==> config.mk <==
export PLATFORM = sky130hd
export DESIGN_NAME = mem_read_arb
export DESIGN_NICKNAME = d
export VERILOG_FILES = /design/src/rtl/mem_read_arb_pkg.sv /design/src/rtl/mem_read_chan_fifo.sv /design/src/rtl/mem_read_arb.sv
export SDC_FILE = /design/constraint.sdc
export NUM_CORES = 1
export LEC_CHECK = 0
export CAP_MARGIN = 40
export CORE_ASPECT_RATIO = 0.5
export CORE_MARGIN = 5
export CORE_UTILIZATION = 40
export CTS_CLUSTER_DIAMETER = 50
export DETAILED_ROUTE_END_ITERATION = 7
export DONT_BUFFER_PORTS = 1
export GPL_ROUTABILITY_DRIVEN = 0
export PLACE_DENSITY = 0.61
export SLEW_MARGIN = 20
export SYNTH_ARGS = -nofsm -noshare
export SYNTH_HDL_FRONTEND = slang
export SYNTH_SLANG_ARGS = --single-unit
==> constraint.sdc <==
create_clock -name i_clk -period 10.1 [get_ports i_clk]
set_input_delay 1.515 -clock i_clk [delete_from_list [all_inputs] [get_ports i_clk]]
set_output_delay 1.515 -clock i_clk [all_outputs]
set_load 0.1 [all_outputs]
==> src/rtl/mem_read_arb_pkg.sv <==
// Shared types and constants for the memory read arbiter: request/response records,
// the AXI read-channel bundles and the arbiter FSM state encoding.
package mem_read_arb_pkg;

   localparam int unsigned MAX_CH = 8;
   localparam int unsigned ID_W   = 8;

   localparam logic [1:0] AR_BURST = 2'b10;
   localparam logic       AR_LOCK  = 1'b0;
   localparam logic [3:0] AR_CACHE = 4'b0000;
   localparam logic [2:0] AR_PROT  = 3'b000;

   typedef struct packed {
      logic [31:0] startaddr;
      logic [31:0] va;
      logic [7:0]  len;
      logic [2:0]  size;
   } mem_read_req;

   // valid has one bit per channel; bits at or above N_CH are always zero
   typedef struct packed {
      logic [31:0]       data;
      logic              last;
      logic [31:0]       firstaddr;
      logic [31:0]       firstva;
      logic [MAX_CH-1:0] valid;
   } mem_read_resp;

   typedef struct packed {
      logic [31:0]     araddr;
      logic [ID_W-1:0] arid;
      logic [7:0]      arlen;
      logic [2:0]      arsize;
      logic [1:0]      arburst;
      logic            arlock;
      logic [3:0]      arcache;
      logic [2:0]      arprot;
      logic            arvalid;
      logic            rready;
   } axi_r_req;

   typedef struct packed {
      logic            arready;
      logic [31:0]     rdata;
      logic [ID_W-1:0] rid;
      logic [1:0]      rresp;
      logic            rlast;
      logic            rvalid;
   } axi_r_resp;

   typedef enum logic [1:0] {
      StIdle,
      StArWait,
      StAr,
      StR
   } arb_state_e;

endpackage

==> src/rtl/mem_read_chan_fifo.sv <==
// Per-channel synchronous request queue; push is ignored while full, head is the oldest entry.
module mem_read_chan_fifo #(
   parameter int unsigned DEPTH = 8,
   parameter int unsigned WIDTH = 75
) (
   input  logic             i_clk,
   input  logic             i_rst,
   input  logic             push,
   input  logic [WIDTH-1:0] wdata,
   input  logic             pop,
   output logic [WIDTH-1:0] rdata,
   output logic             full,
   output logic             empty
);

   localparam int unsigned AW = (DEPTH > 1) ? $clog2(DEPTH) : 1;

   logic [WIDTH-1:0] mem [DEPTH];
   logic [AW-1:0]    wr_ptr_q, rd_ptr_q;
   logic [AW:0]      count_q;
   logic             do_push, do_pop;

   assign full    = (count_q == (AW + 1)'(DEPTH));
   assign empty   = (count_q == '0);
   assign do_push = push && !full;
   assign do_pop  = pop && !empty;
   assign rdata   = mem[rd_ptr_q];

   always_ff @(posedge i_clk) begin
      if (i_rst) begin
         wr_ptr_q <= '0;
         rd_ptr_q <= '0;
         count_q  <= '0;
      end else begin
         if (do_push) wr_ptr_q <= wr_ptr_q + 1'b1;
         if (do_pop)  rd_ptr_q <= rd_ptr_q + 1'b1;
         count_q <= count_q + (AW + 1)'(do_push) - (AW + 1)'(do_pop);
      end
   end

   always_ff @(posedge i_clk) begin
      if (do_push) mem[wr_ptr_q] <= wdata;
   end

endmodule

==> src/rtl/mem_read_arb.sv <==
// Multi-channel AXI read arbiter with one outstanding burst and a write-line hazard hold.
// Define MEM_READ_ARB_FIXED_PRIO_EN for fixed priority (highest index wins) instead of round-robin.
module mem_read_arb
   import mem_read_arb_pkg::*;
#(
   parameter int unsigned N_CH             = 2,
   parameter int unsigned FIFO_DEPTH       = 8,
   parameter int unsigned SEQ_W            = 3,
   parameter int unsigned LINE_BYTE_OFFSET = 6
) (
   input  logic              i_clk,
   input  logic              i_rst,
   input  mem_read_req       i_req [N_CH],
   input  logic [N_CH-1:0]   i_req_valid,
   output logic [N_CH-1:0]   o_req_ready,
   input  logic [N_CH-1:0]   i_stall,
   input  logic              i_write_process,
   input  logic [31:0]       i_write_address,
   output mem_read_resp      o_resp,
   output logic [N_CH-1:0]   o_start,
   output logic [N_CH-1:0]   o_end,
   output logic [N_CH-1:0]   o_empty,
   output axi_r_req          axi_bus_req,
   input  axi_r_resp         axi_bus_resp
);

   localparam int unsigned CH_W = $clog2(N_CH);

   arb_state_e        state_q, state_d;
   logic [CH_W-1:0]   grant_q, grant_d;
   logic [31:0]       firstaddr_q, firstaddr_d;
   logic [31:0]       firstva_q, firstva_d;
   logic [SEQ_W-1:0]  seq_q [N_CH];
   logic [N_CH-1:0]   end_q;

   mem_read_req       head [N_CH];
   mem_read_req       head_sel;
   logic [N_CH-1:0]   full, empty;
   logic [N_CH-1:0]   pop_vec, start_vec, resp_valid;
   logic              arvalid, hazard;
   logic              arb_found;
   logic [CH_W-1:0]   arb_idx;
   logic              unused_bits;

   for (genvar g = 0; g < N_CH; g++) begin : g_chan
      mem_read_chan_fifo #(
         .DEPTH (FIFO_DEPTH),
         .WIDTH ($bits(mem_read_req))
      ) u_fifo (
         .i_clk (i_clk),
         .i_rst (i_rst),
         .push  (i_req_valid[g]),
         .wdata (i_req[g]),
         .pop   (pop_vec[g]),
         .rdata (head[g]),
         .full  (full[g]),
         .empty (empty[g])
      );
   end

   assign head_sel = head[grant_q];
   assign hazard   = i_write_process &&
      (i_write_address[31:LINE_BYTE_OFFSET] == head_sel.startaddr[31:LINE_BYTE_OFFSET]);

`ifdef MEM_READ_ARB_FIXED_PRIO_EN
   always_comb begin
      arb_found = 1'b0;
      arb_idx   = '0;
      for (int i = 0; i < N_CH; i++) begin
         if (!empty[i]) begin
            arb_found = 1'b1;
            arb_idx   = CH_W'(i);
         end
      end
   end
`else
   logic [CH_W-1:0] rr_ptr_q, rr_ptr_d;
   logic [CH_W:0]   rr_sum;

   // Scan downwards so the candidate closest to rr_ptr_q is written last and wins
   always_comb begin
      arb_found = 1'b0;
      arb_idx   = '0;
      rr_sum    = '0;
      for (int i = N_CH - 1; i >= 0; i--) begin
         rr_sum = {1'b0, rr_ptr_q} + (CH_W + 1)'(i);
         if (rr_sum >= (CH_W + 1)'(N_CH)) rr_sum = rr_sum - (CH_W + 1)'(N_CH);
         if (!empty[rr_sum[CH_W-1:0]]) begin
            arb_found = 1'b1;
            arb_idx   = rr_sum[CH_W-1:0];
         end
      end
   end

   always_comb begin
      rr_ptr_d = rr_ptr_q;
      if (state_q == StIdle && arb_found) begin
         rr_ptr_d = (arb_idx == CH_W'(N_CH - 1)) ? '0 : arb_idx + 1'b1;
      end
   end

   always_ff @(posedge i_clk) begin
      if (i_rst) rr_ptr_q <= '0;
      else       rr_ptr_q <= rr_ptr_d;
   end
`endif

   always_comb begin
      state_d     = state_q;
      grant_d     = grant_q;
      firstaddr_d = firstaddr_q;
      firstva_d   = firstva_q;
      pop_vec     = '0;
      start_vec   = '0;
      resp_valid  = '0;
      arvalid     = 1'b0;
      unique case (state_q)
         StIdle: begin
            if (arb_found) begin
               grant_d = arb_idx;
               state_d = StArWait;
            end
         end
         StArWait: begin
            if (!i_stall[grant_q] && !hazard) state_d = StAr;
         end
         StAr: begin
            arvalid = 1'b1;
            if (axi_bus_resp.arready) begin
               start_vec[grant_q] = 1'b1;
               firstaddr_d        = head_sel.startaddr;
               firstva_d          = head_sel.va;
               state_d            = StR;
            end
         end
         StR: begin
            if (axi_bus_resp.rvalid) begin
               resp_valid[grant_q] = 1'b1;
               firstaddr_d         = firstaddr_q + 32'd4;
               firstva_d           = firstva_q + 32'd4;
               if (axi_bus_resp.rlast) begin
                  pop_vec[grant_q] = 1'b1;
                  state_d          = StIdle;
               end
            end
         end
         default: state_d = StIdle;
      endcase
   end

   always_ff @(posedge i_clk) begin
      if (i_rst) begin
         state_q     <= StIdle;
         grant_q     <= '0;
         firstaddr_q <= '0;
         firstva_q   <= '0;
         end_q       <= '0;
         for (int i = 0; i < N_CH; i++) seq_q[i] <= '0;
      end else begin
         state_q     <= state_d;
         grant_q     <= grant_d;
         firstaddr_q <= firstaddr_d;
         firstva_q   <= firstva_d;
         end_q       <= pop_vec;
         for (int i = 0; i < N_CH; i++) begin
            if (pop_vec[i]) seq_q[i] <= seq_q[i] + 1'b1;
         end
      end
   end

   assign o_req_ready = ~full;
   assign o_empty     = empty;
   assign o_start     = start_vec;
   assign o_end       = end_q;

   assign o_resp.data      = axi_bus_resp.rdata;
   assign o_resp.last      = axi_bus_resp.rlast;
   assign o_resp.firstaddr = firstaddr_q;
   assign o_resp.firstva   = firstva_q;
   assign o_resp.valid     = MAX_CH'(resp_valid);

   assign axi_bus_req.araddr  = head_sel.startaddr;
   assign axi_bus_req.arid    = ID_W'({grant_q, seq_q[grant_q]});
   assign axi_bus_req.arlen   = head_sel.len;
   assign axi_bus_req.arsize  = head_sel.size;
   assign axi_bus_req.arburst = AR_BURST;
   assign axi_bus_req.arlock  = AR_LOCK;
   assign axi_bus_req.arcache = AR_CACHE;
   assign axi_bus_req.arprot  = AR_PROT;
   assign axi_bus_req.arvalid = arvalid;
   assign axi_bus_req.rready  = 1'b1;

   assign unused_bits = ^{axi_bus_resp.rid, axi_bus_resp.rresp,
                          i_write_address[LINE_BYTE_OFFSET-1:0]};

endmodule

### Word level (Yosys, flattened, before mapping)

Memories as Yosys holds them, arrays and structs flattened. A register that Yosys moved wholly into a read port is not among the register bits.
Index checks and enable logic that the tools add are counted.

| operators by class | value |
|---|---|
| $add $sub $neg | 16 |
| $lt $le $gt $ge | 7 |
| equality and inequality tests | 11 |
| muxes and demuxes | 58 |
| bitwise gates (word level) | 4 |
| reduce and logical (&&, ||, !) cells | 21 |

Operators by type and width:

| kind | count |
|---|---|
| two-way mux 75 bit | 3 |
| two-way mux 32 bit | 4 |
| case mux 32 bit (2 select lines) | 2 |
| adder 32 x 3 -> 32 bit (second input constant) | 2 |
| two-way mux 1 bit | 29 |
| equality test 26 bit | 1 |
| two-way mux 2 bit | 12 |
| adder 3 x 1 -> 3 bit (second input constant) | 6 |
| two-way mux 3 bit | 6 |
| inequality test 2 bit (second input constant) | 5 |
| adder 4 x 1 -> 4 bit | 2 |
| equality test 4 bit (second input constant) | 2 |
| logical AND 1 bit | 8 |
| zero test 4 bit | 2 |
| case mux 2 bit (4 select lines) | 1 |
| subtractor 4 x 1 -> 4 bit | 2 |
| zero test 1 bit | 6 |
| less-than comparator 1 x 2 -> 1 bit (second input constant) | 3 |
| AND reduction 5 bit | 1 |
| equality test 2 bit (second input constant) | 2 |
| greater-or-equal comparator 2 bit (second input constant) | 2 |
| AND reduction 3 bit | 1 |
| adder 1 x 1 -> 2 bit (second input constant) | 1 |
| equality test 2 x 1 -> 1 bit (second input constant) | 1 |
| other kinds (11) | 13 |

| storage, ports and cells | value |
|---|---|
| register bits after elaboration | 90 |
| bits in writable memories | 1,206 |
| bits of input ports | 234 |
| output and inout port bits | 176 |
| logic and storage cells | 132 |
| memories | 3 |

Memories:

| name | words | width | read ports | clocked after Yosys merged registers in | write ports | line | RTL |
|---|---|---|---|---|---|---|---|
| g_chan[0].u_fifo.mem | 8 | 75 | 1 | 1 | 1 | mem_read_chan_fifo.sv:18 | `logic [WIDTH-1:0] mem [DEPTH];` |
| g_chan[1].u_fifo.mem | 8 | 75 | 1 | 1 | 1 | mem_read_chan_fifo.sv:18 |  |
| seq_q | 2 | 3 | 3 | 1 | 2 | mem_read_arb.sv:33 | `logic [SEQ_W-1:0] seq_q [N_CH];` |

### Logic depth before layout (Yosys ltp)

| depth | value |
|---|---|
| depth after elaboration | 11 |
| depth in mapped cells | 13 |

### Cells and area by module

Synthesis repeated with hierarchy kept, for this count alone.

| second synthesis, totals | value |
|---|---|
| cells, all modules | 2,676 |
| area total of the unflattened synthesis | 52,442.8 um^2 |

By module, submodules not included:

| module | times used | cells an instance | area an instance (um^2) |
|---|---|---|---|
| mem_read_chan_fifo | 2 | 948 | 23,193.5 |
| mem_read_arb | 1 | 780 | 6,055.8 |

### Worst setup path before layout

OpenSTA, ideal clock, no wires.

| timing | value |
|---|---|
| kind | input-to-reg |
| start | in i_req_valid[1] |
| end | mem g_chan[1].u_fifo.mem[0][0], enable pin |
| setup time | 0.600 ns |
| data arrival time | 7.061 ns |
| slack | 2.439 ns |
| cell stages on the path | 4 |
| cells stage by stage | and2_1 clkbuf_1 nand2b_1 nor3_1 |

| on the way | value |
|---|---|
| word-level cells in the longest chain between the ends | 3 |

Ends and longest elaborated chain:

| what | line | RTL |
|---|---|---|
| start: declaration | mem_read_arb.sv:14 | `input logic [N_CH-1:0] i_req_valid,` |
| logical AND 1 bit | mem_read_chan_fifo.sv:25 | `assign do_push = push && !full;` |
| net g_chan[1].u_fifo.do_push | mem_read_chan_fifo.sv:21 | `logic do_push, do_pop;` |
| two-way mux 1 bit | mem_read_chan_fifo.sv:42 | `if (do_push) mem[wr_ptr_q] <= wdata;` |
| two-way mux 1 bit (not written as such) | mem_read_chan_fifo.sv:42 |  |
| end: declaration | mem_read_chan_fifo.sv:18 |  |

The timed path passes the listed nets, and every way through them passes these cells.

==> qor.yml <==
global_route:
  globalRouteMet2Util_pct: 33.0
  antenna_found_initial: 3
  grt_max_degree: 113
  grtUsageMet1_pct: 24.9
  grt_pass1_wl_um: 194000
  track_usage_pct: 19.3
  grt_pass1_vias: 26400
  busiest_layer: "met2"
  overflow: 0
  use_met3_pct: 4.44
drt:
  wire_per_inst_um: 28.4
  drtPass1Iterations: 8
  dr_total_vias: 26700
  routed_wl_um: 136000
  drtIter0Drc: 2235
  viasPerCell: 5.59
  antenna_left: 0
  drc: 3
timing:
  hold_violations: 0
  finalCriticalPeriod_ns: 5.63
  fin_ws_ns: 4.47
  slew_headroom_pct: 39.4
  finalSetupTns_ns: 0
  setup_viol: 0
  tightest_slew_ns: 0.909
  rsz0062_at_grt: "no"
  max_freq_mhz: 178
  fin_crit_sh_pct: 55.7
  skew_ns: 0.0468
  finalMaxSlewViolations: 0
job:
  timing.max_cap.violations: 0
placed_design:
  io_buffers: 0
  place_ws_ns: 5.05
  dpl_cell_area_sq_um: 56200
  dp_hpwl_um: 86000
  place_inst: 4551
worst_setup_path:
  start_kind: "flip-flop"
  path_delay_family: "buffers and inverters"
  cp_data_arrival_time_ns: 4.11
  required_ns: 8.59
  cpPeakStageDelay_ns: 0.64
  crit_fanout: 62
  crit_chain: "buf_12 -> buf_4 -> mux4_2 -> nor2b_1 -> a211oi_1 -> a21oi_2 -> buf_4"
  path_buf_inv: 3
  slowest_stage: "dfxtp_4"
  r2r_slack_ns: 5.83
  end_kind: "primary output"
  path_class: "reg2out"
  reg2reg_depth: 10
  reg2reg_to: "state_q[0]"
  crit_path_frequent_cell: "buf_4"
synthesis:
  synthSimpleGateAreaFrac_pct: 3.60
  ys_warn_count: 0
  synth_top_family_by_area: "multiplexers"
  synthArstFlopShare_pct: 0
  synth_area_sq_um: 52400
  synth_ff_type: "edfxtp_1"
  seq_area_frac_synth_pct: 72.9
  synthMuxAreaShare_pct: 15.4
  synthAdderAreaFrac_pct: 0.674
  synth_compound_area_share_pct: 4.19
  avgSynthCellArea_sq_um: 18.7
  yosysUniqueCellTypes: 64
  syn-instance-count: 2804
  synth_edf_count: 1206
  synth_xor_xnor_area_share_pct: 0.736
  ys_ff_latch: 1303
pwr:
  p_total_mw: 14.5
  p_leak_nw: 18.4
  peakVddDrop_mv: 0.221
  power_density_nw_per_um2: 241
clocking:
  clkLatencyLatePin_ns: 0.74
  h-tree-depth: 3
  cts.sinks: 1303
  tritoncts: "built"
  clockBufferDepth: 3
  cts-resized-gates: 0
  cts_root_buffer: "clkbuf_16"
  post_cts_buffers: 0
  cts.clk_slew.worst_paths_ns: 0.06
  ctsHoldBuffers: 0
  cts_buffers: 118
hold_path:
  whs_endpoint: "firstva_q[17]"
  hp-class: "reg2reg"
  min_path_cells: 2
  hold_start: "firstva_q[17]"
layout:
  final_cells: 4773
  fin_nets: 3179
  drive_gt1_share_pct: 23.8
  fin_area_sq_um: 60200
  regArea_sq_um: 38200
  syn_to_final_growth_pct: 15.0
  multi_input_area_sq_um: 13400
  fill_cells: 10800
die:
  initial_core_util_pct: 40.5
  ioPinCount: 410
  chipWidth_um: 522
  die_h_um: 266
  die-area_sq_um: 139000
  rows: 93
  design.core.area_sq_um: 129000
outcome:
  outcome: "complete, but fails checks"
  violations: "DRC"
report_power, final:
group,total [mW],internal (mW),switching (mW)
logic,3.60,1.01,2.60
clock network,4.49,2.49,2.01
registers,6.42,6.24,0.187
total,14.5,9.73,4.79
state kept, by name (all words and copies together) (netlist names), named ones only:
register	count
grant_q	1
g_chan.u_fifo.count_q	8
g_chan.u_fifo.wr_ptr_q	6
state_q	2
g_chan.u_fifo.mem	1200
seq_q	6
o_end	2
firstva_q	32
g_chan.u_fifo.rd_ptr_q	6
rr_ptr_q	1
firstaddr_q	32
metrics by stage:
step,utilization (%),hold WS (ns)
final,46.5,0.478
after global routing,46.5,0.493
after CTS,46.4,0.478
after detailed placement,43.5,0.468
after global placement,42.4,0.460
after floorplan,-,0.449
tightest hold or removal path: cells and delay by family, from the launching register on:
family | cells | cell delay (ns)
simple gates | 1 | 0.06
compound gates | 1 | 0.05
flops | 1 | 0.32
routing by layer:
layer / share of wire, % / up-vias
met1: 40 / 14100
met5: 0 / -
li1: - / 11500
met3: 6.6 / 199
met4: 2.9 / 0
met2: 51 / 867
synth_stat cells, types with 56 or more instances:
library cell,instances,area share (%)
buf_4,75,1.1
a211oi_1,90,1.3
clkbuf_1,63,0.45
nand2_1,108,0.77
nor2_1,103,0.74
dfxtp_1,97,3.7
edfxtp_1,1206,69
mux2i_1,145,2.8
o21ai_0,70,0.67
a21oi_1,100,0.96
mux4_2,271,12
buf_2,56,0.54
worst max path at each step:
stage	to	depth (start not counted)
after floorplan	g_chan[1].u_fifo.mem[0][0]	4
after global placement	axi_bus_req[15]	7
after detailed placement	axi_bus_req[15]	7
after CTS	axi_bus_req[15]	7
after global routing	axi_bus_req[15]	7
final	axi_bus_req[15]	7
area by class of cell:
type / instances / share of cell area (%)
antenna: 1 / 0.00416
clock buffer: 144 / 5.17
clock inverter: 73 / 1.26
inverter: 30 / 0.187
multi-input combinational: 1278 / 22.2
sequential: 1303 / 63.4
tap: 1757 / 3.65
timing repair buffer: 187 / 4.06
layout by cell type (no fill, tap or decap), types with 22 or more instances in the layout:
cell,count
a211oi_1,90
inv_1,27
a21oi_1,81
mux2i_1,130
clkbuf_16,119
nor3_1,25
edfxtp_1,1206
a22oi_1,24
dfxtp_1,89
nand3_1,37
buf_4,112
xnor2_1,29
clkinv_1,22
nor2b_1,48
ha_1,24
o21ai_0,65
mux4_2,271
nor2_1,86
buf_16,42
nand2_1,108
logic make-up after synthesis:
group,Yosys count
AO/OA/AOI/OAI,346
XOR/XNOR,44
adder cells (fa/ha/maj),27
buffers and inverters,242
flip-flops,1303
multiplexers,444
other,2
AND/OR/NAND/NOR,396
(Power assumes the default switching activity.)
